--- config.mk ---
export PLATFORM = sky130hd
export DESIGN_NAME = mem_wb_pipe
export DESIGN_NICKNAME = d
export VERILOG_FILES = /design/src/rtl/mem_wb_pipe.sv
export SDC_FILE = /design/constraint.sdc
export NUM_CORES = 1
export LEC_CHECK = 0
export CAP_MARGIN = 20
export CORE_MARGIN = 2
export CORE_UTILIZATION = 46
export DETAILED_ROUTE_END_ITERATION = 12
export PLACE_DENSITY = 0.79
export RECOVER_POWER = 25
export SLEW_MARGIN = 25
export SYNTH_ARGS = -nofsm -noshare
export SYNTH_HDL_FRONTEND = slang
export SYNTH_SLANG_ARGS = --single-unit
--- constraint.sdc ---
create_clock -name clk -period 2.45 [get_ports clk]
set_clock_uncertainty 0.05 [all_clocks]
set_input_delay 0.49 -clock clk [delete_from_list [all_inputs] [get_ports clk]]
set_output_delay 0.49 -clock clk [all_outputs]
set_load 0.01 [all_outputs]
--- src/rtl/mem_wb_pipe.sv ---
// mem_wb_pipe: MEM/WB pipeline register with 2-entry skid buffer, flush,
// sub-word load extraction and an EX-stage forwarding tap.
module mem_wb_pipe #(
    parameter int DATA_W   = 32,
    parameter int REG_AW   = 5,
    parameter int ZERO_REG = 1
) (
    input  logic              clk,
    input  logic              rst_n,
    input  logic              in_valid,
    output logic              in_ready,
    input  logic [1:0]        wb_i,
    input  logic [DATA_W-1:0] data_i,
    input  logic [DATA_W-1:0] addr_i,
    input  logic [REG_AW-1:0] ins_i,
    input  logic [2:0]        ld_type_i,
    input  logic              flush_i,
    output logic              out_valid,
    input  logic              out_ready,
    output logic              mem_2_reg,
    output logic              reg_write,
    output logic [DATA_W-1:0] data_o,
    output logic [DATA_W-1:0] addr_o,
    output logic [REG_AW-1:0] ins_o,
    output logic [DATA_W-1:0] wb_value_o,
    output logic              fwd_en_o,
    output logic [REG_AW-1:0] fwd_rd_o,
    output logic [DATA_W-1:0] fwd_val_o
);
    localparam int OFF_W = $clog2(DATA_W / 8);

    logic [OFF_W-1:0]  off;
    logic [7:0]        ld_b;
    logic [15:0]       ld_h;
    logic [DATA_W-1:0] ext;

    logic              m_valid, s_valid, rdy;
    logic [1:0]        m_wb, s_wb;
    logic [DATA_W-1:0] m_data, s_data, m_addr, s_addr;
    logic [REG_AW-1:0] m_ins, s_ins;

    logic accept, drain, ld_main_skid, ld_main_in, ld_skid_in, m_valid_n, s_valid_n;

    // Half-word selection ignores the low offset bit: no misalignment trap.
    always_comb begin
        off  = addr_i[OFF_W-1:0];
        ld_b = data_i[{off, 3'b000} +: 8];
        ld_h = data_i[{off[OFF_W-1:1], 4'b0000} +: 16];
        ext  = (ld_type_i == 3'b000) ? {{(DATA_W-8){ld_b[7]}}, ld_b} :
               (ld_type_i == 3'b100) ? {{(DATA_W-8){1'b0}}, ld_b} :
               (ld_type_i == 3'b001) ? {{(DATA_W-16){ld_h[15]}}, ld_h} :
               (ld_type_i == 3'b101) ? {{(DATA_W-16){1'b0}}, ld_h} : data_i;
    end

    // Flush overrides both moves; skid refills main whenever main retires.
    always_comb begin
        accept       = in_valid & rdy;
        drain        = m_valid & out_ready;
        ld_main_skid = !flush_i & drain & s_valid;
        ld_main_in   = !flush_i & accept & (!m_valid | drain) & !s_valid;
        ld_skid_in   = !flush_i & accept & !ld_main_in;
        m_valid_n    = flush_i ? 1'b0 : (ld_main_skid | ld_main_in) ? 1'b1 : drain ? 1'b0 : m_valid;
        s_valid_n    = flush_i ? 1'b0 : ld_skid_in ? 1'b1 : ld_main_skid ? 1'b0 : s_valid;
    end

    always_ff @(posedge clk or negedge rst_n) begin
        if (!rst_n) begin
            m_valid <= 1'b0;
            s_valid <= 1'b0;
            rdy     <= 1'b1;
            m_wb    <= '0;
            m_data  <= '0;
            m_addr  <= '0;
            m_ins   <= '0;
            s_wb    <= '0;
            s_data  <= '0;
            s_addr  <= '0;
            s_ins   <= '0;
        end else begin
            m_valid <= m_valid_n;
            s_valid <= s_valid_n;
            rdy     <= !s_valid_n;
            if (ld_main_skid) begin
                m_wb   <= s_wb;
                m_data <= s_data;
                m_addr <= s_addr;
                m_ins  <= s_ins;
            end else if (ld_main_in) begin
                m_wb   <= wb_i;
                m_data <= ext;
                m_addr <= addr_i;
                m_ins  <= ins_i;
            end
            if (ld_skid_in) begin
                s_wb   <= wb_i;
                s_data <= ext;
                s_addr <= addr_i;
                s_ins  <= ins_i;
            end
        end
    end

    always_comb begin
        in_ready   = rdy;
        out_valid  = m_valid;
        mem_2_reg  = m_wb[1];
        reg_write  = m_valid & m_wb[0] & ((ZERO_REG == 0) | (m_ins != '0));
        data_o     = m_data;
        addr_o     = m_addr;
        ins_o      = m_ins;
        wb_value_o = m_wb[1] ? m_data : m_addr;
        fwd_en_o   = reg_write;
        fwd_rd_o   = m_ins;
        fwd_val_o  = wb_value_o;
    end
endmodule
==> results of run 1 <==
==> repair_timing <==
| action | in CTS | in global routing |
|---|---|---|
| hold buffers | 1 | 0 |
| setup buffers | 1 | 0 |
| gates resized for setup | 83 | 0 |
| endpoints found under the setup margin | 64 | 0 |
| endpoints found under the hold margin | 46 | 0 |
==> tightest hold or removal path: cells and delay by family, from the launching register on <==
family / cells / cell delay (ps)
DFF: 1 / 340
and+or+nand+nor: 2 / 110
==> cells by family (layout without fill, tap and decap cells) <==
group                  count (synthesis)  in the layout  synth area share (%)
AND/OR/NAND/NOR                      319            319                  19.3
flip-flops                           145            145                  50.2
buffers and inverters                134            326                  9.92
AO/OA/AOI/OAI                        212            212                  18.7
multiplexers                          11             11                  1.82
==> area by class of cell <==
type	instances	area (um2)
sequential	145	3630
clock buffer	24	502
clock inverter	8	124
fill	1217	5200
timing repair buffer	259	2510
tap	211	264
inverter	35	131
multi-input combinational	542	2900
==> flip-flops by register name, indices dropped and copies added (netlist names) <==
name       count
addr_o        32
data_o        32
s_addr        32
s_data        32
fwd_rd_o       5
s_ins          5
m_wb           2
s_wb           2
in_ready       1
out_valid      1
s_valid        1
==> worst max-delay path by stage <==
stage / to / depth (start not counted)
after floorplan: wb_value_o[1] / 5
after global placement: s_data[16] / 6
after global routing: s_wb[0] / 3
after CTS: fwd_en_o / 3
after detailed placement: data_o[26] / 5
final: fwd_en_o / 3
==> per-stage QoR <==
stage               area, um2  std cells
floorplan                7230        821
global placement         9510       1190
detailed placement       9510       1190
CTS                     10100       1224
global route            10100       1224
finish                  10100       1224
==> routing by layer <==
metal | GRT usage, % | wire [um]
met4 | 10.0 | 544
met5 | 0 | 13
met2 | 41.1 | 10500
met3 | 7.23 | 1940
met1 | 36.2 | 9070
==> power breakdown <==
group | total [mW] | internal, mW | switching [mW]
combinational | 2.73 | 1.41 | 1.32
clock | 2.73 | 1.74 | 0.995
sequential | 3.62 | 3.11 | 0.506
==> placed cells by master, fill, tap and decap left out, drive strengths merged, types with 4 or more instances in the layout <==
cell type,count
o221ai,6
dlygate4sd2,66
nand3b,8
buf,37
o2111ai,9
a22oi,16
nor2,47
o21ai,52
nand3,24
o211ai,8
or4b,7
nand2,211
dfrtp,144
o22ai,39
nor2b,4
mux2,7
nand4b,8
clkbuf,25
o22a,15
inv,35
a222oi,7
clkdlybuf4s50,154
a21oi,52
==> impl_metrics.toml, run 1 <==
[setup_path]
reg2reg_to = "data_o[26]"
cpLargestDelayFamily = "flip-flops"
worstReg2RegStart = "in_ready"
critPathArrivalTime_ps = 1770
crit_type = "reg2out"
crit_chain = "or3_1, o311a_1, dlygate4sd2_1"
crit_slowest_cell = "dfrtp_1"
cp-startpoint = "fwd_rd_o[1]"
cp.required_ps = 1910
crit_path_max_incr_delay_ps = 390
crit_path_end_kind = "output pin"
reg2regPathDepth = 4
rrSetupSlack_ps = 380
crit_fanout = 4
critPathLaunchType = "register"
cp_num_buf_inv = 1

[clocking]
cts.sinks = 145
numCtsBuffers = 17
clk_latency_ps = 420
root_buffer = "clkbuf_16"
clockBufferDepth = 2
cts_max_level = 4
clkTransAtPathRegs_ps = 50
tritoncts = "built"

[pwr]
power_density_mw_per_mm2 = 903
ir_worst_vdd_mv = 0.579
p_total_mw = 9.08
leakage_nw = 4.65

[cells_and_area]
diodes = 0
syn2layout_area_growth_pct = 39.2
final_core_util_pct = 65.9
drive_gt1_share_pct = 8.59
layout.nets = 1079

[yosys]
synth_area_leaders = "dfrtp_1 (50%), nand2_1 (11%), buf_4 (3.9%)"
async_reset_ff_share_pct = 100
synth_commonest_cells = "nand2_1 (211), dfrtp_1 (144), a21oi_1 (51)"
syn-cell-area_mm2 = 0.00723
synth-edff-count = 0
synth-seq-area-share_pct = 50.2
synth_seq_cells = 145
ys_warn_count = 0
syn_nets = 900
synth_ff_type = "dfrtp_1"
synth_top_area_share_pct = 49.9
syn_area_per_cell_um2 = 8.80
synth_most_common_cell = "nand2_1"
synth_cells = 821
synth.distinct_cells = 47
yosysTopAreaCell = "dfrtp_1"

[worst_hold_path]
hold_depth = 2
whs_endpoint = "s_ins[1]"
hold_class = "reg2reg"
min-delay-start = "s_ins[1]"

[detailed_routing]
vias = 6846
routedWlPerCell_um = 18.0
first_pass_iters = 8
drc_errors = 0
via_per_inst = 5.59
final_antenna_net_count = 0
routed_wl_mm = 22.0
drt-initial-drc-count = 800

[timing]
setup_ws_ps = 136
hold_viol_final = 0
rsz0062_at_grt = "false"
max-slew-margin-rel_pct = 11.5
clock.fmax_ghz = 0.432
final_max_slew_viol_count = 0
fin_crit_ps = 2310
tns_ps = 0
whs_ps = 426
worst_slew_pin_slew_ps = 1330
setup_viol = 0
period_share_pct = 94.5

[die]
die_y_um = 129
die_x_um = 129
num_rows = 45
num_io_pins = 222
initial_core_util_pct = 47.4
die_area_mm2 = 0.0167
coreArea_mm2 = 0.0153

[global_routing]
antenna_found_initial = 1
overflow = 0
grt_max_degree = 64
grt_pass1_vias = 6398
grt_use_total_pct = 26.6
grt_pass1_wl_mm = 34.5

[placement]
hpwl_mm = 15.6
place.gp.congestion = 0.869
place_ws_ps = -55.1
numPortBuffers = 221

[run_status]
outcome = "completed"

[run]
maxCapViolCount = 0
No activity file was read; power rests on OpenSTA's default activity.
==> inputs of run 2 (changes only) <==
--- a/config.mk
+++ b/config.mk
@@ -11,7 +11,7 @@
 export DETAILED_ROUTE_END_ITERATION = 12
 export PLACE_DENSITY = 0.79
 export RECOVER_POWER = 25
-export SLEW_MARGIN = 25
+export SLEW_MARGIN = 0
 export SYNTH_ARGS = -nofsm -noshare
 export SYNTH_HDL_FRONTEND = slang
 export SYNTH_SLANG_ARGS = --single-unit
==> results of run 2 <==
Same layout as run 1: the final DEF is identical, and so are final timing and power.
==> inputs of run 3 (changes only) <==
--- a/config.mk
+++ b/config.mk
@@ -9,6 +9,7 @@
 export CORE_MARGIN = 2
 export CORE_UTILIZATION = 46
 export DETAILED_ROUTE_END_ITERATION = 12
+export GPL_TIMING_DRIVEN = 0
 export PLACE_DENSITY = 0.79
 export RECOVER_POWER = 25
 export SLEW_MARGIN = 0
==> impl_metrics.toml, run 3 (synthesis gave the netlist of run 1 again) <==
[global_routing]
antenna_found_initial = 0
grt_use_total_pct = 28.9
grt_pass1_wl_mm = 36.9
grt_pass1_vias = 6965
grt_max_degree = 95
overflow = 0

[placement]
dpl-instance-area_mm2 = 0.00972
hpwl_mm = 17.0
numPortBuffers = 220
place.gp.congestion = 0.914
place_ws_ps = -550

[cells_and_area]
diodes = 0
drive_gt1_share_pct = 14.9
design_area_mm2 = 0.0105
final_core_util_pct = 68.7
syn2layout_area_growth_pct = 45.1
most-common-layout-cells = "nand2_1 (210), clkdlybuf4s50_1 (153), dfrtp_1 (144), buf_4 (53), a21oi_1 (51)"
final_common_cell = "nand2_1"
layout.nets = 1149

[setup_path]
rrSetupSlack_ps = 340
reg2regPathDepth = 6
crit_path_frequent_cell = "buf_4"
critPathLaunchType = "register"
reg2reg_to = "s_wb[0]"
critPathArrivalTime_ps = 1920
cp-startpoint = "m_wb[1]"
crit_path_end = "wb_value_o[22]"
crit_path_max_incr_delay_ps = 430
crit_chain = "buf_8, buf_4, clkbuf_16, nand2_1, o21ai_2, buf_4, dlygate4sd2_1"
crit_type = "reg2out"
crit_slowest_cell = "dfrtp_1"
crit_fanout = 10
cp.required_ps = 1910
crit_path_end_kind = "output pin"
worstReg2RegStart = "out_valid"

[die]
num_rows = 45
die_area_mm2 = 0.0167
die_x_um = 129
num_io_pins = 222
die_y_um = 129
coreArea_mm2 = 0.0153
initial_core_util_pct = 47.4

[pwr]
power_density_mw_per_mm2 = 897
p_total_mw = 9.41
ir_worst_vdd_mv = 0.560
leakage_nw = 5.01

[timing]
fin_crit_ps = 2460
whs_ps = 423
worst_slew_pin_slew_ps = 1360
setup_ws_ps = -14.8
setup_viol = 3
rsz0062_at_grt = "true"
final_max_slew_viol_count = 0
period_share_pct = 101
max-slew-margin-rel_pct = 9.36
clock.fmax_ghz = 0.406
hold_viol_final = 0

[detailed_routing]
drc_errors = 0
first_pass_iters = 5
routed_wl_mm = 23.6
final_antenna_net_count = 0
routedWlPerCell_um = 18.3
drt-initial-drc-count = 694
vias = 7243
via_per_inst = 5.60

[clocking]
cts.sinks = 145
clockBufferDepth = 2
cts_max_level = 4
root_buffer = "clkbuf_16"
tritoncts = "built"
numCtsBuffers = 17
clkTransAtPathRegs_ps = 60
clk_latency_ps = 430

[worst_hold_path]
hold_class = "reg2reg"
min-delay-start = "s_addr[24]"

[run_status]
violations = "negative setup slack"
outcome = "finished, violations left"

[run]
maxCapViolCount = 0
[run 3: changes by cell type in the layout (fill, tap and decap cells not counted), sizes merged]
cell           delta
clkbuf           +24
buf              +53
bufinv            -1
dlygate4sd2      -19
clkdlybuf4s50     -1
clkinvlp          -1
dlymetal6s2s     +11
clkinv            +4
[run 3: area by class of cell]
cell class	instances	area [um2]
Sequential cell	145	3630
Timing Repair Buffer	230	2230
Clock inverter	10	106
Fill cell	1166	4770
Tap cell	211	264
Buffer	99	671
Multi-Input combinational cell	542	2970
Inverter	35	131
Clock buffer	22	484
[run 3: layer usage]
metal,GRT usage (%),wire length (um)
met5,0,0
met4,13.0,708
met3,6.23,1970
met2,44.9,11200
met1,39.0,9740
[run 3: timing repair]
action	CTS	global route
setup buffers	6	2
setup endpoints to repair	66	14
hold buffers	1	0
resized for setup	117	26
pin swaps	0	1
gates cloned	0	0
hold endpoints to repair	51	0
[run 3: where the power goes]
part	switching (mW)	total (mW)	internal [mW]	leakage [nW]
logic	1.47	3.21	1.73	2.97
registers	0.491	3.60	3.11	1.74
clock network	1.00	2.60	1.60	0.296
[run 3: worst max-delay path: cells and delay by family, from the launching register on]
kind / cells / cell delay (ps)
simple gates: 1 / 110
compound gates: 1 / 80
flops: 1 / 430
buf+inv: 5 / 870
[run 3: stage by stage]
| stage | setup TNS [ps] | cells |
|---|---|---|
| after floorplan | 0 | 821 |
| after global placement | -752260 | 1252 |
| after detailed placement | -27350 | 1253 |
| after CTS | -1920 | 1292 |
| after global routing | -232 | 1294 |
| final | -29.4 | 1294 |
[run 3: worst min-delay path by stage]
stage | cells after the start | to | slack [ps]
finish | 2 | s_addr[24] | 420
global placement | 2 | s_addr[14] | 410
detailed placement | 2 | s_wb[0] | 410
floorplan | 0 | addr_o[0] | 140
CTS | 2 | s_addr[20] | 430
global route | 2 | s_addr[30] | 440
